`src/rtl/uarttop.sv`:
```
// uarttop: 8N1 UART transmitter and receiver, each stepped by its own divided bit clock

// uart_div: divides clk down to the bit clock, toggling every clkcount/2 cycles
module uart_div #(
    parameter int clk_freq  = 1000000,
    parameter int baud_rate = 9600
) (
    input  logic clk,
    input  logic rst,
    output logic u_clk
);
    localparam int clkcount = clk_freq / baud_rate;
    localparam int half     = clkcount / 2;
    localparam int cw       = $clog2(half + 1);

    logic [cw-1:0] count;

    // free-running half-period counter; the bit clock flips each time it wraps
    always_ff @(posedge clk or posedge rst) begin
        if (rst) begin
            count <= '0;
            u_clk <= 1'b0;
        end else if (count == cw'(half - 1)) begin
            count <= '0;
            u_clk <= ~u_clk;
        end else begin
            count <= count + 1'b1;
        end
    end
endmodule

// uarttx: shifts out start bit, 8 data bits LSB first, then stop with a done pulse
module uarttx #(
    parameter int clk_freq  = 1000000,
    parameter int baud_rate = 9600
) (
    input  logic       clk,
    input  logic       rst,
    input  logic       newd,
    input  logic [7:0] dintx,
    output logic       tx,
    output logic       donetx
);
    typedef enum logic {IDLE, TRANSFER} state_t;

    state_t     state, state_n;
    logic [7:0] din, din_n;
    logic [3:0] cnt, cnt_n;
    logic       tx_n, done_n;
    logic       u_clk;

    uart_div #(.clk_freq(clk_freq), .baud_rate(baud_rate)) udiv (
        .clk(clk),
        .rst(rst),
        .u_clk(u_clk)
    );

    // frame state and line outputs advance once per bit period
    always_ff @(posedge u_clk or posedge rst) begin
        if (rst) begin
            state  <= IDLE;
            din    <= 8'h00;
            cnt    <= 4'd0;
            tx     <= 1'b1;
            donetx <= 1'b0;
        end else begin
            state  <= state_n;
            din    <= din_n;
            cnt    <= cnt_n;
            tx     <= tx_n;
            donetx <= done_n;
        end
    end

    // idle line is high; the edge after the 8th data bit drives stop and done together
    always_comb begin
        state_n = state;
        din_n   = din;
        cnt_n   = cnt;
        tx_n    = 1'b1;
        done_n  = 1'b0;
        if (state == IDLE) begin
            if (newd) begin
                din_n   = dintx;
                tx_n    = 1'b0;
                cnt_n   = 4'd0;
                state_n = TRANSFER;
            end
        end else if (cnt < 4'd8) begin
            tx_n  = din[cnt[2:0]];
            cnt_n = cnt + 4'd1;
        end else begin
            done_n  = 1'b1;
            cnt_n   = 4'd0;
            state_n = IDLE;
        end
    end
endmodule

// uartrx: waits for a low sample, then collects 8 bits LSB first; stop bit is ignored
module uartrx #(
    parameter int clk_freq  = 1000000,
    parameter int baud_rate = 9600
) (
    input  logic       clk,
    input  logic       rst,
    input  logic       rx,
    output logic [7:0] doutrx,
    output logic       donerx
);
    typedef enum logic {IDLE, START} state_t;

    state_t     state, state_n;
    logic [7:0] shreg, shreg_n, dout_n;
    logic [2:0] cnt, cnt_n;
    logic       done_n;
    logic       u_clk;

    uart_div #(.clk_freq(clk_freq), .baud_rate(baud_rate)) udiv (
        .clk(clk),
        .rst(rst),
        .u_clk(u_clk)
    );

    // receive state, shift register and the held output byte
    always_ff @(posedge u_clk or posedge rst) begin
        if (rst) begin
            state  <= IDLE;
            shreg  <= 8'h00;
            cnt    <= 3'd0;
            doutrx <= 8'h00;
            donerx <= 1'b0;
        end else begin
            state  <= state_n;
            shreg  <= shreg_n;
            cnt    <= cnt_n;
            doutrx <= dout_n;
            donerx <= done_n;
        end
    end

    // new bits enter at the top so the first-received bit ends up as the LSB
    always_comb begin
        state_n = state;
        shreg_n = shreg;
        cnt_n   = cnt;
        dout_n  = doutrx;
        done_n  = 1'b0;
        if (state == IDLE) begin
            if (!rx) begin
                cnt_n   = 3'd0;
                state_n = START;
            end
        end else begin
            shreg_n = {rx, shreg[7:1]};
            cnt_n   = cnt + 3'd1;
            if (cnt == 3'd7) begin
                dout_n  = shreg_n;
                done_n  = 1'b1;
                state_n = IDLE;
            end
        end
    end
endmodule

// uarttop: independent transmit and receive paths sharing only clk and rst
module uarttop #(
    parameter int clk_freq  = 1000000,
    parameter int baud_rate = 9600
) (
    input  logic       clk,
    input  logic       rst,
    input  logic       rx,
    input  logic [7:0] dintx,
    input  logic       newd,
    output logic       tx,
    output logic [7:0] doutrx,
    output logic       donetx,
    output logic       donerx
);
    uarttx #(.clk_freq(clk_freq), .baud_rate(baud_rate)) utx (
        .clk(clk),
        .rst(rst),
        .newd(newd),
        .dintx(dintx),
        .tx(tx),
        .donetx(donetx)
    );

    uartrx #(.clk_freq(clk_freq), .baud_rate(baud_rate)) urx (
        .clk(clk),
        .rst(rst),
        .rx(rx),
        .doutrx(doutrx),
        .donerx(donerx)
    );
endmodule

```
`config.mk`:
```
export PLATFORM = sky130hd
export DESIGN_NAME = uarttop
export DESIGN_NICKNAME = d
export VERILOG_FILES = /design/src/rtl/uarttop.sv
export SDC_FILE = /design/constraint.sdc
export NUM_CORES = 1
export LEC_CHECK = 0
export CORE_UTILIZATION = 40
export CTS_CLUSTER_DIAMETER = 200
export CTS_CLUSTER_SIZE = 10
export DETAILED_ROUTE_END_ITERATION = 6
export REMOVE_ABC_BUFFERS = 1
export SKIP_CTS_REPAIR_TIMING = 1
export SLEW_MARGIN = 0
export SYNTH_ARGS = -nofsm -noshare
export SYNTH_HDL_FRONTEND = slang
export SYNTH_SLANG_ARGS = --single-unit
```
`constraint.sdc`:
```
create_clock -name clk -period 3.3 [get_ports clk]
set_clock_uncertainty 0.1 [all_clocks]
set_input_delay 0.825 -clock clk [delete_from_list [all_inputs] [get_ports clk]]
set_output_delay 0.825 -clock clk [all_outputs]
set_load 0.02 [all_outputs]
```
==> reports/metrics.yaml <==
logic_synthesis:
  ys_seq_area_share_pct: 60.0
  synthCells: 151
  synth.area.top_cells: "dfrtp_1, mux2_2, ha_1"
  syn_area_per_cell_um2: 13.6
  synth_cell_types: 30
  synth_top_area_share_pct: 58.7
  synth_warnings: 0
  syn_area_mm2: 0.00205
  ys_ff_latch: 49
  synth_area_leader_cell: "dfrtp_1"
global_routing:
  grt_max_degree: 28
  grt_pass1_wl_um: 5840
  antenna_found_initial: 0
  first_global_vias: 1267
  grt_util_all_layers_pct: 14.1
  grt-ovfl-total: 0
power:
  switching_share_pct: 21.5
  total_power_uw: 372
  internal-power_uw: 292
  vdd_drop_max_uv: 191
  pwr-share-seq_pct: 46.2
  p_switching_uw: 80.0
  power_density_mw_per_mm2: 155
  combPwrFrac_pct: 7.7
  p_leak_nw: 1.01
  clkPwrFrac_pct: 46.2
cts:
  cts_max_level: 1
  cts-root-buf: "clkbuf_8"
  cts_buffer_depth: 2
  cts_tree: "yes"
  clk_latency_ns: 0.25
  cts_made_buffers: 3
  clk_pin_slew_ns: 0.06
hold_path:
  hold_start: "urx.udiv.count[0]"
  hold_class: "reg -> reg"
  holdPathStages: 1
  hold-path-endpoint: "urx.udiv.count[0]"
routing:
  vias_per_cell: 5.05
  drtAntennaViolNets: 0
  drc: 0
  routedWlPerCell_um: 13.7
  routed_wl_um: 3300
  drt-initial-drc-count: 67
  vias: 1216
  drtPass1Iterations: 4
timing:
  tightest_slew_ns: 0.786
  setup_viol: 0
  fin_crit_sh_pct: 40.3
  finalCriticalPeriod_ns: 1.33
  worst_slack_ns: 1.97
  fin_setup_tns_ns: 0
  max_freq_mhz: 751
  rsz0062_at_grt: "false"
  hold_viol: 0
  drv_slew: 0
  unclocked_regs: 35
  untimed_endpoints: 46
  max_slew_margin_pct: 47.5
layout:
  final_cell_count_no_fill: 241
  num-nets-final: 192
  regArea_mm2: 0.00123
  area_growth_pct: 16.9
  multi_input_area_um2: 785
  fin_util_pct: 49.7
  n_fill_cell: 444
  antennaDiodeCount: 0
  drive_gt1_share_pct: 21.8
critical_path:
  cpMaxStageDelayCell: "dfrtp_1"
  path_max_fanout: 7
  ff2ff_path_depth: 3
  criticalPathCategory: "reg -> reg"
  critPathTopFamily: "simple AND/OR/NAND/NOR gates"
  worstReg2RegEnd: "utx.udiv.count[4]"
  endpoint_kind: "flip-flop"
  r2r_slack_ns: 1.97
  startpoint_type: "flip-flop"
  critPathBufInv: 0
  slowest_delay_ns: 0.42
  worstPathCellList: "ha_1 > and4_1 > nor3_1"
  r2r_start: "utx.udiv.count[0]"
  cp.required_ns: 3.36
  arrival_ns: 1.39
floorplanning:
  core-area_mm2: 0.00482
  die_w_um: 73.5
  io_pins: 23
  initial_utilization_pct: 42.5
  rows: 25
  dieArea_mm2: 0.00541
  die_y_um: 73.5
placement:
  pre_cts_slack_ns: 1.66
  dp.cells: 237
  io_buffers: 22
  place_congestion: 0.746
  post-dp-hpwl_um: 2480
job:
  cap_violations: 0
status:
  outcome: "completed"
==> kinds of logic after synthesis <==
logic type / synth area share, %
xor+xnor: 2.14
compound gates: 5.87
flops: 60.0
mux: 15.9
simple gates: 11.4
buf+inv: 1.71
fa+ha+maj: 3.06
==> state kept, by name, summed over array words and instances (netlist names) <==
name and flops:
urx.doutrx 8, urx.udiv.count 6, urx.state 1, utx.state 1
urx.udiv.u_clk 1, utx.din 8, utx.udiv.count 6, urx.cnt 3
utx.udiv.u_clk 1, utx.tx 1, utx.cnt 4, utx.donetx 1
urx.shreg 7, urx.donerx 1
==> layer usage <==
| metal | wire (um) | track usage [%] |
|---|---|---|
| met1 | 1490 | 17.8 |
| met2 | 1670 | 24.4 |
| met3 | 76 | 1.51 |
| met4 | 58 | 6.62 |
| met5 | 0 | 0 |
==> synthesized netlist by cell type <==
cell type / number
nand2b_1: 4
buf_2: 4
and2_1: 1
mux2i_1: 1
inv_1: 4
ha_1: 5
nand2_1: 5
xor2_1: 2
a21oi_1: 5
nand3b_1: 4
a41oi_1: 1
dfstp_2: 1
nand4_1: 1
nor2_1: 6
a22o_1: 2
dfrtp_1: 48
a31oi_1: 3
xnor2_1: 3
a41o_1: 1
nor2b_1: 2
nand2_2: 1
nor3b_2: 1
nor3_1: 2
mux4_2: 1
mux2_2: 26
nand3b_4: 1
o21ai_0: 8
and4_1: 1
nand3_1: 6
nor4b_4: 1
==> worst register-to-register path, stage by stage, from the launching register on <==
cell and delay (ns):
dfrtp_1 0.42, ha_1 0.30, and4_1 0.22, nor3_1 0.20
==> how the worst max path moves through the flow <==
stage,start,endpoint,depth (start not counted)
after floorplan,rst,urx.udiv.count[0],1
after global placement,rst,utx.udiv.count[2],2
after detailed placement,rst,utx.udiv.u_clk,2
after CTS,rst,utx.udiv.u_clk,2
after global routing,rst,urx.udiv.count[2],2
final,utx.udiv.count[0],utx.udiv.count[4],3
==> area by class of cell <==
| type | instances | area share [%] |
|---|---|---|
| Sequential cell | 49 | 51.3 |
| Multi-Input combinational cell | 94 | 32.8 |
| Timing Repair Buffer | 23 | 9.51 |
| Tap cell | 67 | 3.50 |
| Clock buffer | 4 | 2.30 |
| Inverter | 4 | 0.627 |
==> metrics by stage <==
step | cell area (um^2) | hold WS, ns
global placement | 2340 | 0.367
detailed placement | 2340 | 0.387
floorplan | 2030 | 0.354
finish | 2390 | 0.399
CTS | 2390 | 0.397
global route | 2390 | 0.429
==> layout by cell type (no fill, tap or decap), types with 3 or more instances in the layout <==
cell type and count:
mux2_2 26, o21ai_0 8, clkdlybuf4s50_1 22, ha_1 5
clkbuf_8 4, dfrtp_1 48, nand3b_1 4, a31oi_1 3
nand3_1 6, a21oi_1 5, nand2_1 5, nand2b_1 4
inv_1 3, xnor2_1 3, nor2_1 6
==> power groups by stage <==
stage / registers [mW] / clock network, mW / logic [mW]
3_3_place_gp: 0.175 / 0 / 0.0288
6_report: 0.172 / 0.172 / 0.0285
2_1_floorplan: 0.175 / 0 / 0.0117
5_1_grt: 0.171 / 0.184 / 0.0328
4_1_cts: 0.172 / 0.177 / 0.0299
3_5_place_dp: 0.175 / 0 / 0.0298
(Power assumes the default switching activity.)
